===== config.mk =====
export PLATFORM = sky130hd
export DESIGN_NAME = multiplier_4_bit_unsigned
export DESIGN_NICKNAME = d
export VERILOG_FILES = /design/src/rtl/mult_pkg.sv /design/src/rtl/mult_4x4_unsigned_array.sv /design/src/rtl/multiplier_4_bit_unsigned.sv
export SDC_FILE = /design/constraint.sdc
export NUM_CORES = 1
export LEC_CHECK = 0
export CORE_AREA = 5 5 48 60
export DETAILED_ROUTE_END_ITERATION = 7
export DIE_AREA = 0 0 53 65
export GPL_TIMING_DRIVEN = 0
export PLACE_DENSITY_LB_ADDON = 0.15
export SLEW_MARGIN = 20
export SYNTH_ARGS = -nofsm -noshare
export SYNTH_HDL_FRONTEND = slang
export SYNTH_SLANG_ARGS = --single-unit

===== constraint.sdc =====
create_clock -name i_clk -period 0.8 [get_ports i_clk]
set_input_delay 0.08 -clock i_clk [delete_from_list [all_inputs] [get_ports i_clk]]
set_output_delay 0.08 -clock i_clk [all_outputs]
set_load 0.005 [all_outputs]

===== src/rtl/mult_pkg.sv =====
// Shared widths and helpers for the sign-magnitude 5x5 -> 9 bit multiplier.
// Operands are split into sign + 4-bit magnitude; the product is re-signed.
package mult_pkg;

  localparam int OPW   = 5;
  localparam int MAGW  = 4;
  localparam int PRODW = 9;

  typedef struct packed {
    logic            sign;
    logic [MAGW-1:0] mag;
  } opnd_t;

  // -16 has no 4-bit magnitude, so it saturates to 15 and keeps its sign.
  function automatic opnd_t sat_mag(input logic [OPW-1:0] x);
    opnd_t           r;
    logic [OPW-1:0]  neg;
    neg    = ~x + 1'b1;
    r.sign = x[OPW-1];
    if (!x[OPW-1])
      r.mag = x[MAGW-1:0];
    else if (neg[OPW-1])
      r.mag = {MAGW{1'b1}};
    else
      r.mag = neg[MAGW-1:0];
    return r;
  endfunction

  function automatic logic [PRODW-1:0] neg9(input logic [PRODW-1:0] x);
    return ~x + 1'b1;
  endfunction

endpackage


===== src/rtl/mult_4x4_unsigned_array.sv =====
// Combinational 4x4 unsigned array multiplier: AND-gate partial products
// accumulated row by row with half/full adder ripple rows.
module mult_4x4_unsigned_array
  import mult_pkg::*;
(
  input  logic [MAGW-1:0]   a,
  input  logic [MAGW-1:0]   b,
  output logic [2*MAGW-1:0] p
);

  logic [MAGW-1:0][MAGW-1:0] pp;    // pp[row][col] = a[col] & b[row]
  logic [MAGW-1:0][MAGW-1:0] s;     // row sums
  logic [MAGW-1:0]           co;    // row carry-outs
  logic [MAGW-1:0][MAGW:0]   cy;    // ripple carries inside each row

  genvar i, j;
  generate
    for (i = 0; i < MAGW; i++) begin : g_pp
      for (j = 0; j < MAGW; j++) begin : g_col
        assign pp[i][j] = a[j] & b[i];
      end
    end
  endgenerate

  // Row 0 is the bare first partial product.
  assign s[0]     = pp[0];
  assign co[0]    = 1'b0;
  assign cy[0]    = '0;

  // Each row adds the next partial product to the previous row shifted right
  // by one; the dropped LSB is a finished product bit.
  generate
    for (i = 1; i < MAGW; i++) begin : g_row
      logic [MAGW-1:0] x;
      assign x        = {co[i-1], s[i-1][MAGW-1:1]};
      assign cy[i][0] = 1'b0;
      for (j = 0; j < MAGW; j++) begin : g_bit
        if (j == 0) begin : g_ha
          assign s[i][j]    = x[j] ^ pp[i][j];
          assign cy[i][j+1] = x[j] & pp[i][j];
        end else begin : g_fa
          assign s[i][j]    = x[j] ^ pp[i][j] ^ cy[i][j];
          assign cy[i][j+1] = (x[j] & pp[i][j]) | (cy[i][j] & (x[j] ^ pp[i][j]));
        end
      end
      assign co[i] = cy[i][MAGW];
    end
  endgenerate

  generate
    for (i = 0; i < MAGW; i++) begin : g_lo
      assign p[i] = s[i][0];
    end
  endgenerate

  assign p[2*MAGW-1:MAGW] = {co[MAGW-1], s[MAGW-1][MAGW-1:1]};

endmodule


===== src/rtl/multiplier_4_bit_unsigned.sv =====
// Registered sign-magnitude multiplier: 5-bit signed operands, 9-bit signed
// product, one cycle latency, one product per clock.
module multiplier_4_bit_unsigned
  import mult_pkg::*;
(
  input  logic             i_clk,
  input  logic             i_rst_n,
  input  logic [OPW-1:0]   i_as,
  input  logic [OPW-1:0]   i_bs,
  output logic [PRODW-1:0] o_fs
);

  opnd_t             op_a, op_b;
  logic [2*MAGW-1:0] mag_p;
  logic [PRODW-1:0]  mag_ext;
  logic              neg;
  logic [PRODW-1:0]  prod;

  assign op_a = sat_mag(i_as);
  assign op_b = sat_mag(i_bs);

  mult_4x4_unsigned_array u_array (
    .a (op_a.mag),
    .b (op_b.mag),
    .p (mag_p)
  );

  assign mag_ext = {1'b0, mag_p};
  // A zero magnitude stays positive so no negative-zero is ever produced.
  assign neg     = (op_a.sign ^ op_b.sign) && (mag_p != '0);
  assign prod    = neg ? neg9(mag_ext) : mag_ext;

  always_ff @(posedge i_clk or negedge i_rst_n) begin
    if (!i_rst_n) o_fs <= '0;
    else          o_fs <= prod;
  end

endmodule


== Word-level counts from Yosys, hierarchy flattened ==
Cells that the tools add are included.

* Logic and storage cells: 79
* Output and inout bits: 9
* Register bits: 9
* Input bits: 12

* $add $sub $neg: 3
* Bitwise operators: 68
* Muxes and demuxes: 5
* Reductions and logical operators: 2

{| class="wikitable"
|+ Operators by type and width
! operator !! number
|-
| AND 1 bit || 36
|-
| bitwise XOR 1 bit || 21
|-
| two-way mux 4 bit || 4
|-
| adder 5 x 1 -> 5 bit, second input constant || 2
|-
| inverter 5 bit || 2
|-
| adder 9 x 1 -> 9 bit, second input constant || 1
|-
| two-way mux 9 bit || 1
|-
| inverter 8 -> 9 bit || 1
|-
| OR 1 bit || 8
|-
| nonzero test 8 bit || 1
|-
| logical AND 1 bit || 1
|}

== Longest topological paths before layout ==
Gate-level depths: netlist (run 1).

* Depth after elaboration: 23
* Depth in mapped cells: 22
* Gate-level depth less buffers: 22

== Modules after synthesis ==
A second synthesis (run 1) with hierarchy kept.

* Cells, all modules: 111
* Area, all modules: 983.4 µm²

{| class="wikitable"
|+ By module, submodules not included
! module !! times used !! area each (µm²) !! cells each
|-
| multiplier_4_bit_unsigned || 1 || 645.6 || 71
|-
| mult_4x4_unsigned_array || 1 || 337.8 || 40
|}

== Worst setup path after synthesis (run 1) ==
No wires, ideal clock.

* Path kind: input -> register
* From: input i_as[0]
* To: register o_fs[1]
* Buffers on the path: 0
* Setup slack: -4407 ps
* Arrival time: 5082 ps
* Cell stages on the path: 19
* Setup time: 125 ps
* Cells stage by stage: inv_1 > ha_1 > nor3b_1 > o21ai_0 > o21a_1 > nor2_1 > ha_1 > fa_1 > fa_1 > inv_1 > fa_1 > inv_1 > fa_1 > fa_1 > fa_1 > fa_1 > or3b_2 > o21bai_4 > mux2_2

* Word-level cells in the longest chain between the ends: 23
* Elaborated cells between the ends (all ways): 73

{| class="wikitable"
|+ Ends and longest elaborated chain
! item !! line !! source
|-
| start: declaration || multiplier_4_bit_unsigned.sv:8 || <nowiki>input logic [OPW-1:0] i_as,</nowiki>
|-
| inverter 5 bit || mult_pkg.sv:18 || <nowiki>neg = ~x + 1'b1;</nowiki>
|-
| adder 5 x 1 -> 5 bit || mult_pkg.sv:18 ||
|-
| two-way mux 4 bit || mult_pkg.sv:22 || <nowiki>else if (neg[OPW-1])</nowiki>
|-
| two-way mux 4 bit * || mult_pkg.sv:20 || <nowiki>if (!x[OPW-1])</nowiki>
|-
| AND 1 bit || mult_4x4_unsigned_array.sv:20 || <nowiki>assign pp[i][j] = a[j] & b[i];</nowiki>
|-
| AND 1 bit / bitwise XOR 1 bit (equally long branches) || mult_4x4_unsigned_array.sv:40, mult_4x4_unsigned_array.sv:42, mult_4x4_unsigned_array.sv:43 ||
|-
| AND 1 bit || mult_4x4_unsigned_array.sv:43 || <nowiki>assign cy[i][j+1] = (x[j] & pp[i][j]) | (cy[i][j] & (x[j] ^ pp[i][j]));</nowiki>
|-
| OR 1 bit || mult_4x4_unsigned_array.sv:43 ||
|-
| (+8 left out) || - ||
|-
| AND 1 bit || mult_4x4_unsigned_array.sv:43 ||
|-
| OR 1 bit || mult_4x4_unsigned_array.sv:43 ||
|-
| AND 1 bit || mult_4x4_unsigned_array.sv:43 ||
|-
| OR 1 bit || mult_4x4_unsigned_array.sv:43 ||
|-
| nonzero test 8 bit || multiplier_4_bit_unsigned.sv:30 || <nowiki>assign neg = (op_a.sign ^ op_b.sign) && (mag_p != '0);</nowiki>
|-
| logical AND 1 bit || multiplier_4_bit_unsigned.sv:30 ||
|-
| two-way mux 9 bit * || multiplier_4_bit_unsigned.sv:31 || <nowiki>assign prod = neg ? neg9(mag_ext) : mag_ext;</nowiki>
|-
| net prod[1] || multiplier_4_bit_unsigned.sv:17 || <nowiki>logic [PRODW-1:0] prod;</nowiki>
|-
| end signal: assignment || multiplier_4_bit_unsigned.sv:35 || <nowiki>else o_fs <= prod;</nowiki>
|-
| end: declaration || multiplier_4_bit_unsigned.sv:10 || <nowiki>output logic [PRODW-1:0] o_fs</nowiki>
|}

The timed path passes the listed nets; every way through them passes the cells marked *.

== Final worst setup path (run 1) ==
* From: input i_as[1]
* To: register o_fs[1]

Same word-level chain as after synthesis.

==> results of run 1 <==
-- per-layer routing --
| metal | global-route usage, % | up-vias |
|---|---|---|
| met5 | 0 | - |
| met4 | 7.99 | 0 |
| met3 | 0.920 | 4 |
| met2 | 26.9 | 20 |
| met1 | 13.9 | 438 |
| li1 | - | 440 |
-- kinds of logic (layout without fill, tap and decap cells) --
logic type / Yosys count / in the layout / synth area share (%)
simple gates: 36 / 36 / 19.4
fa+ha+maj: 15 / 15 / 25.8
compound gates: 21 / 21 / 16.9
flops: 9 / 9 / 23.4
mux: 2 / 2 / 2.34
xor+xnor: 6 / 6 / 5.47
buf+inv: 16 / 57 / 6.64
-- layout make-up --
class | instances | area [µm²]
inverter | 15 | 91.3
clock buffer | 4 | 26.3
buffer | 1 | 7.51
tap | 33 | 41.3
fill | 197 | 828
timing repair buffer | 37 | 315
sequential | 9 | 225
multi-input combinational | 80 | 792
-- how the worst min path moves through the flow --
stage,endpoint,startpoint,cells past startpoint
after floorplan,o_fs[0],i_rst_n,0
after global placement,o_fs[4],i_rst_n,1
after detailed placement,o_fs[4],i_rst_n,1
after CTS,o_fs[2],i_rst_n,1
after global routing,o_fs[2],i_rst_n,1
final,o_fs[2],i_rst_n,1
-- power breakdown --
part | internal (mW) | total [mW] | switching, mW | leakage [nW]
sequential | 0.626 | 0.660 | 0.0343 | 0.107
combinational | 0.898 | 1.74 | 0.842 | 0.562
clock | 0.191 | 0.326 | 0.135 | 0.0150
-- cell usage after synthesis, types with 2 or more instances --
master	count
sky130_fd_sc_hd__nor2_1	21
sky130_fd_sc_hd__inv_1	15
sky130_fd_sc_hd__dfrtp_1	9
sky130_fd_sc_hd__fa_1	8
sky130_fd_sc_hd__ha_1	7
sky130_fd_sc_hd__a21oi_1	6
sky130_fd_sc_hd__xor2_1	5
sky130_fd_sc_hd__nand2_1	3
sky130_fd_sc_hd__o21ai_0	3
sky130_fd_sc_hd__mux2_2	2
sky130_fd_sc_hd__nand2b_1	2
sky130_fd_sc_hd__nand4_1	2
sky130_fd_sc_hd__o311ai_0	2
sky130_fd_sc_hd__o41a_1	2
-- timing repair --
action,4_1_cts,5_1_grt
setup buffers,10,8
setup endpoints to repair,18,18
resized for setup,80,22
pin swaps,12,7
-- worst max-delay path, stage by stage --
cell                       delay (ns)
sky130_fd_sc_hd__buf_12          0.09
sky130_fd_sc_hd__inv_12          0.03
sky130_fd_sc_hd__ha_4            0.15
sky130_fd_sc_hd__nor3b_4         0.14
sky130_fd_sc_hd__o21ai_1         0.11
sky130_fd_sc_hd__o21a_1          0.16
sky130_fd_sc_hd__nor2_1          0.06
sky130_fd_sc_hd__ha_2            0.17
sky130_fd_sc_hd__fa_2            0.33
sky130_fd_sc_hd__fa_1            0.49
sky130_fd_sc_hd__inv_1           0.05
sky130_fd_sc_hd__fa_2            0.33
sky130_fd_sc_hd__inv_2           0.06
sky130_fd_sc_hd__fa_1            0.44
sky130_fd_sc_hd__fa_2            0.40
sky130_fd_sc_hd__fa_2            0.35
sky130_fd_sc_hd__fa_2            0.43
sky130_fd_sc_hd__or3b_4          0.41
sky130_fd_sc_hd__o21bai_4        0.18
sky130_fd_sc_hd__mux2_4          0.31
==> results.md, run 1 <==
* Result of the run: finished with violations
* Violated checks: negative setup slack
* Vertical die dimension at 65 µm
* Net Count, Synth at 132
* Share of post-route cells with drive strength above 1 at 47.9%
* Total number of placement rows at 20
* Die outline width at 53 µm
* Class of the tightest hold or removal check: primary input to asynchronous set/reset pin
* Crit path DAT at 4.78 ns
* Cells taking the most area after synthesis: sky130_fd_sc_hd__dfrtp_1, sky130_fd_sc_hd__fa_1, sky130_fd_sc_hd__ha_1
* Count of different cell masters after synthesis at 32
* Top library cells by usage in the layout, fill and taps aside: sky130_fd_sc_hd__nor2_1, sky130_fd_sc_hd__buf_4, sky130_fd_sc_hd__inv_1
* Clock Sink Count at 9
* # setup viols final at 15
* Worst setup path end: o_fs[1]
* Total inserted antenna cells at 0
* Avg Vias per Cell at 5.04
* Core Box Area at 0.00233 mm²
* Share of async-settable or async-resettable flops after synthesis at 100%
* Hold Worst Slack at 0.113 ns
* Worst Setup Start Kind: primary input
* Total half-perimeter wirelength after legalization and detailed placement at 1.77 mm
* Pleak at 0.684 nW
* Start point of the critical path: i_as[1]
* Crit share post-route at 581%
* Sum of routed wire segments on met1 at 885 µm
* Worst-case headroom to the max-slew limit at 59.9%
* Starting DRC count in detailed routing at 12
* Final critical delay including setup and external delays at 4.65 ns
* Met2 wire length at 1.30 mm
* Worst-case clock buffer depth at 2
* Most common cell after layout, fill and taps aside: sky130_fd_sc_hd__nor2_1
* Final number of max-transition violations at 0
* Largest reg by FF count: o_fs
* Highest attainable clock frequency at 215 MHz
* Worst slack after detailed placement at -5.00 ns
* Placed cells at 157
* Number of buffers created by CTS at 3
* CTS tree: built
* Total Power Consumption at 2.73 mW
* WL/cell at 12.9 µm
* Gr usage total at 13.9%
* Post-detailed-route count of antenna-violating nets at 0
* Number of cells in the finished layout apart from fillers at 179
* Number of enable-type register cells in the synthesized netlist at 0
* Max-cap violation count at 0
* Clock transition at path regs at 0.06 ns
* Num ports at 21
* Cell area after synthesis at 961 µm²
* Detailed Routing Iterations Pass 1 at 4
* Antenna violations before repair at 0
* Clock H-tree levels at 1
* Global route overflow at 0
* Pin count of the biggest net entering global routing at 10
* Worst vdd ir at 0.983 mV
* Post-route DRC violation count at 0
* Critical Setup Path Class: primary input to flip-flop
* Slew at the pin with the worst max-slew slack at 0.598 ns
* Ratio of total power to cell area at 1820 mW/mm²
* Global-route wire length before repair at 3.76 mm
* Warnings, synthesis at 0
* CTS Hold Buffers Added at 0
* Flip-flop count of the largest register, all copies and words added at 9
* Clock Root Buffer: sky130_fd_sc_hd__clkbuf_4
* Area of all placed cells without fillers at 0.00150 mm²
* Data required time at the worst endpoint at 0.93 ns
* Starting density of the core at 41.3%
* Via total after detailed routing at 902
* Routed wl met3 at 83 µm
* Final hold viol count at 0
* Number of instances in the synthesized netlist at 105
* Post-detailed-placement cell area at 0.00130 mm²
* Accumulated negative setup slack at -25.94 ns
* # nets final at 174
* Die area at 0.00345 mm²
* Final design utilization at 64.4%
* Via count of the first global-routing pass at 942
* RSZ-0062 raised after global routing: true
* Routability congestion estimate at 0.837
* Sort of element at the end of the critical path: flip-flop
* Topmost layer with routed signal wires: met4
* Largest registers: o_fs (9)
* Cell taking the most area after synthesis: sky130_fd_sc_hd__dfrtp_1
* Sequential share of the synthesized area at 23.4%
* #FFs+latches synth at 9
* Port buffer count at 19
* Yosys top cell area share at 23.4%
* Most used flip-flop cell after synthesis: sky130_fd_sc_hd__dfrtp_1
* Layout Area Growth over Synthesis at 56.0%
* Post-Syn Area per Cell at 9.15 µm²
* Final Worst Setup Slack at -3.85 ns
* Post-detailed-routing wire length at 2.31 mm
* Worst-path maximum fanout at 4
(Power assumes the default switching activity.)
==> run 2, diff against run 1 <==
--- a/config.mk
+++ b/config.mk
@@ -6,6 +6,7 @@
 export NUM_CORES = 1
 export LEC_CHECK = 0
 export CORE_AREA = 5 5 48 60
+export CTS_BUF_LIST = sky130_fd_sc_hd__clkbuf_16
 export DETAILED_ROUTE_END_ITERATION = 7
 export DIE_AREA = 0 0 53 65
 export GPL_TIMING_DRIVEN = 0
==> results.md, run 2 (synthesized netlist as in run 1, its figures left out) <==
* Result of the run: finished with violations
* Violated checks: negative setup slack
* Sort of element at the end of the critical path: flip-flop
* Highest attainable clock frequency at 214 MHz
* Final Worst Setup Slack at -3.88 ns
* Pin count of the biggest net entering global routing at 10
* Largest reg by FF count: o_fs
* Post-detailed-route count of antenna-violating nets at 0
* Start point of the critical path: i_as[1]
* Final critical delay including setup and external delays at 4.68 ns
* Global route overflow at 0
* # nets final at 174
* Worst Setup Start Kind: primary input
* Total number of placement rows at 20
* Num ports at 21
* Core Box Area at 0.00233 mm²
* Worst vdd ir at 1.51 mV
* Slew at the pin with the worst max-slew slack at 0.552 ns
* Via count of the first global-routing pass at 955
* RSZ-0062 raised after global routing: true
* Post-route DRC violation count at 0
* # setup viols final at 9
* Number of cells in the finished layout apart from fillers at 179
* Post-detailed-routing wire length at 2.38 mm
* Crit share post-route at 584%
* Clock H-tree levels at 1
* WL/cell at 13.3 µm
* Starting DRC count in detailed routing at 8
* Accumulated negative setup slack at -26.14 ns
* Placed cells at 157
* Via total after detailed routing at 905
* Detailed Routing Iterations Pass 1 at 4
* Crit path DAT at 4.79 ns
* Class of the tightest hold or removal check: primary input to asynchronous set/reset pin
* Gr usage total at 14.9%
* Post-detailed-placement cell area at 0.00130 mm²
* Global-route wire length before repair at 3.93 mm
* Largest stage delay on the critical path at 0.49 ns
* Top library cells by usage in the layout, fill and taps aside: sky130_fd_sc_hd__nor2_1, sky130_fd_sc_hd__buf_4, sky130_fd_sc_hd__inv_1
* Combined flip-flop and latch cell area at 225 µm²
* Critical path, cell by cell: buf_12 > inv_12 > ha_4 > nor3b_4 > o21ai_1 > o21a_1 > nor2_1 > ha_2 > fa_2 > fa_1 > inv_1 > fa_2 > inv_2 > fa_1 > fa_2 > fa_2 > fa_2 > or3b_4 > o21bai_4 > mux2_4
* Total inserted antenna cells at 0
* Critical path's most frequent cell: sky130_fd_sc_hd__fa_2
* Total half-perimeter wirelength after legalization and detailed placement at 1.77 mm
* Antenna violations before repair at 0
* Final hold viol count at 0
* Worst-path maximum fanout at 4
* Ratio of total power to cell area at 2100 mW/mm²
* CTS tree: built
* Most common cell after layout, fill and taps aside: sky130_fd_sc_hd__nor2_1
* Worst-case headroom to the max-slew limit at 62.9%
* Worst-case clock buffer depth at 2
* Largest registers: o_fs (9)
* Clock Root Buffer: sky130_fd_sc_hd__clkbuf_16
* Fill cell instance count of the final layout at 190
* Clock transition at path regs at 0.04 ns
* Flip-flop count of the largest register, all copies and words added at 9
* Final number of max-transition violations at 0
* Clock Sink Count at 9
* Vertical die dimension at 65 µm
* Avg Vias per Cell at 5.06
* Layout Area Growth over Synthesis at 61.5%
* Starting density of the core at 41.3%
* Number of buffers created by CTS at 3
* Die area at 0.00345 mm²
* Pleak at 0.711 nW
* Critical Setup Path Class: primary input to flip-flop
* Slowest CP cell: sky130_fd_sc_hd__fa_1
* Max-cap violation count at 0
* Die outline width at 53 µm
* Data required time at the worst endpoint at 0.91 ns
* Share of post-route cells with drive strength above 1 at 47.9%
* Routability congestion estimate at 0.837
* Area of all placed cells without fillers at 0.00155 mm²
* Port buffer count at 19
* Area occupied by multi-input gates at 792 µm²
-- run 2: path summary, 6_finish.rpt --
kind                           end  slack, ns  cells past startpoint
worst max-delay path       o_fs[1]      -3.88                     20
max in group asynchronous  o_fs[8]       0.39                      1
worst min-delay path       o_fs[5]       0.14                      1
min in group i_clk         o_fs[0]       0.22                      4
-- run 2: repair_timing --
| item | in CTS | in global routing |
|---|---|---|
| hold buffers | 0 | 0 |
| setup endpoints to repair | 18 | 14 |
| pin swaps | 12 | 7 |
| setup buffers | 10 | 8 |
| gates cloned | 0 | 0 |
| resized for setup | 80 | 22 |
-- run 2: power breakdown --
group | switching, mW | leakage [nW] | total (mW) | internal [mW]
Combinational | 0.844 | 0.562 | 1.74 | 0.898
Clock | 0.198 | 0.0423 | 0.849 | 0.651
Sequential | 0.0390 | 0.107 | 0.668 | 0.629
Total | 1.08 | 0.711 | 3.26 | 2.18
-- run 2: worst max-delay path, delay by kind of cell --
kind            cells  cell delay [ns]
simple gates        3             0.61
compound gates      3             0.46
mux                 1             0.31
fa+ha+maj           9             3.09
buf+inv             4             0.23
-- run 2: area by class of cell --
type                    count  share of cell area, %
repair buffers             37                   20.3
clock buffers               3                   4.84
plain buffers               1                  0.484
flip-flops and latches      9                   14.5
well taps                  33                   2.66
multi-input cells          80                   51.0
clock inverters             1                  0.242
inverters                  15                   5.89
-- run 2: through the flow --
stage          hold WS, ns  power [mW]  setup slack, ns  utilization [%]
6_report             0.139        3.26            -3.88             66.7
5_1_grt              0.189        3.50            -4.06             66.7
4_1_cts              0.147        3.13            -3.87             62.0
3_5_place_dp         0.388        2.31            -5.00             55.9
3_3_place_gp         0.381        2.25            -4.94             55.9
2_1_floorplan       -0.216        1.69            -4.04                -
-- run 2: layer usage --
metal | up-vias | track usage (%) | wire, µm
met3 | 6 | 2.07 | 91
met2 | 20 | 28.1 | 1340
met1 | 437 | 14.4 | 890
met4 | 0 | 9.27 | 59
li1 | 442 | - | -
met5 | - | 0 | 0
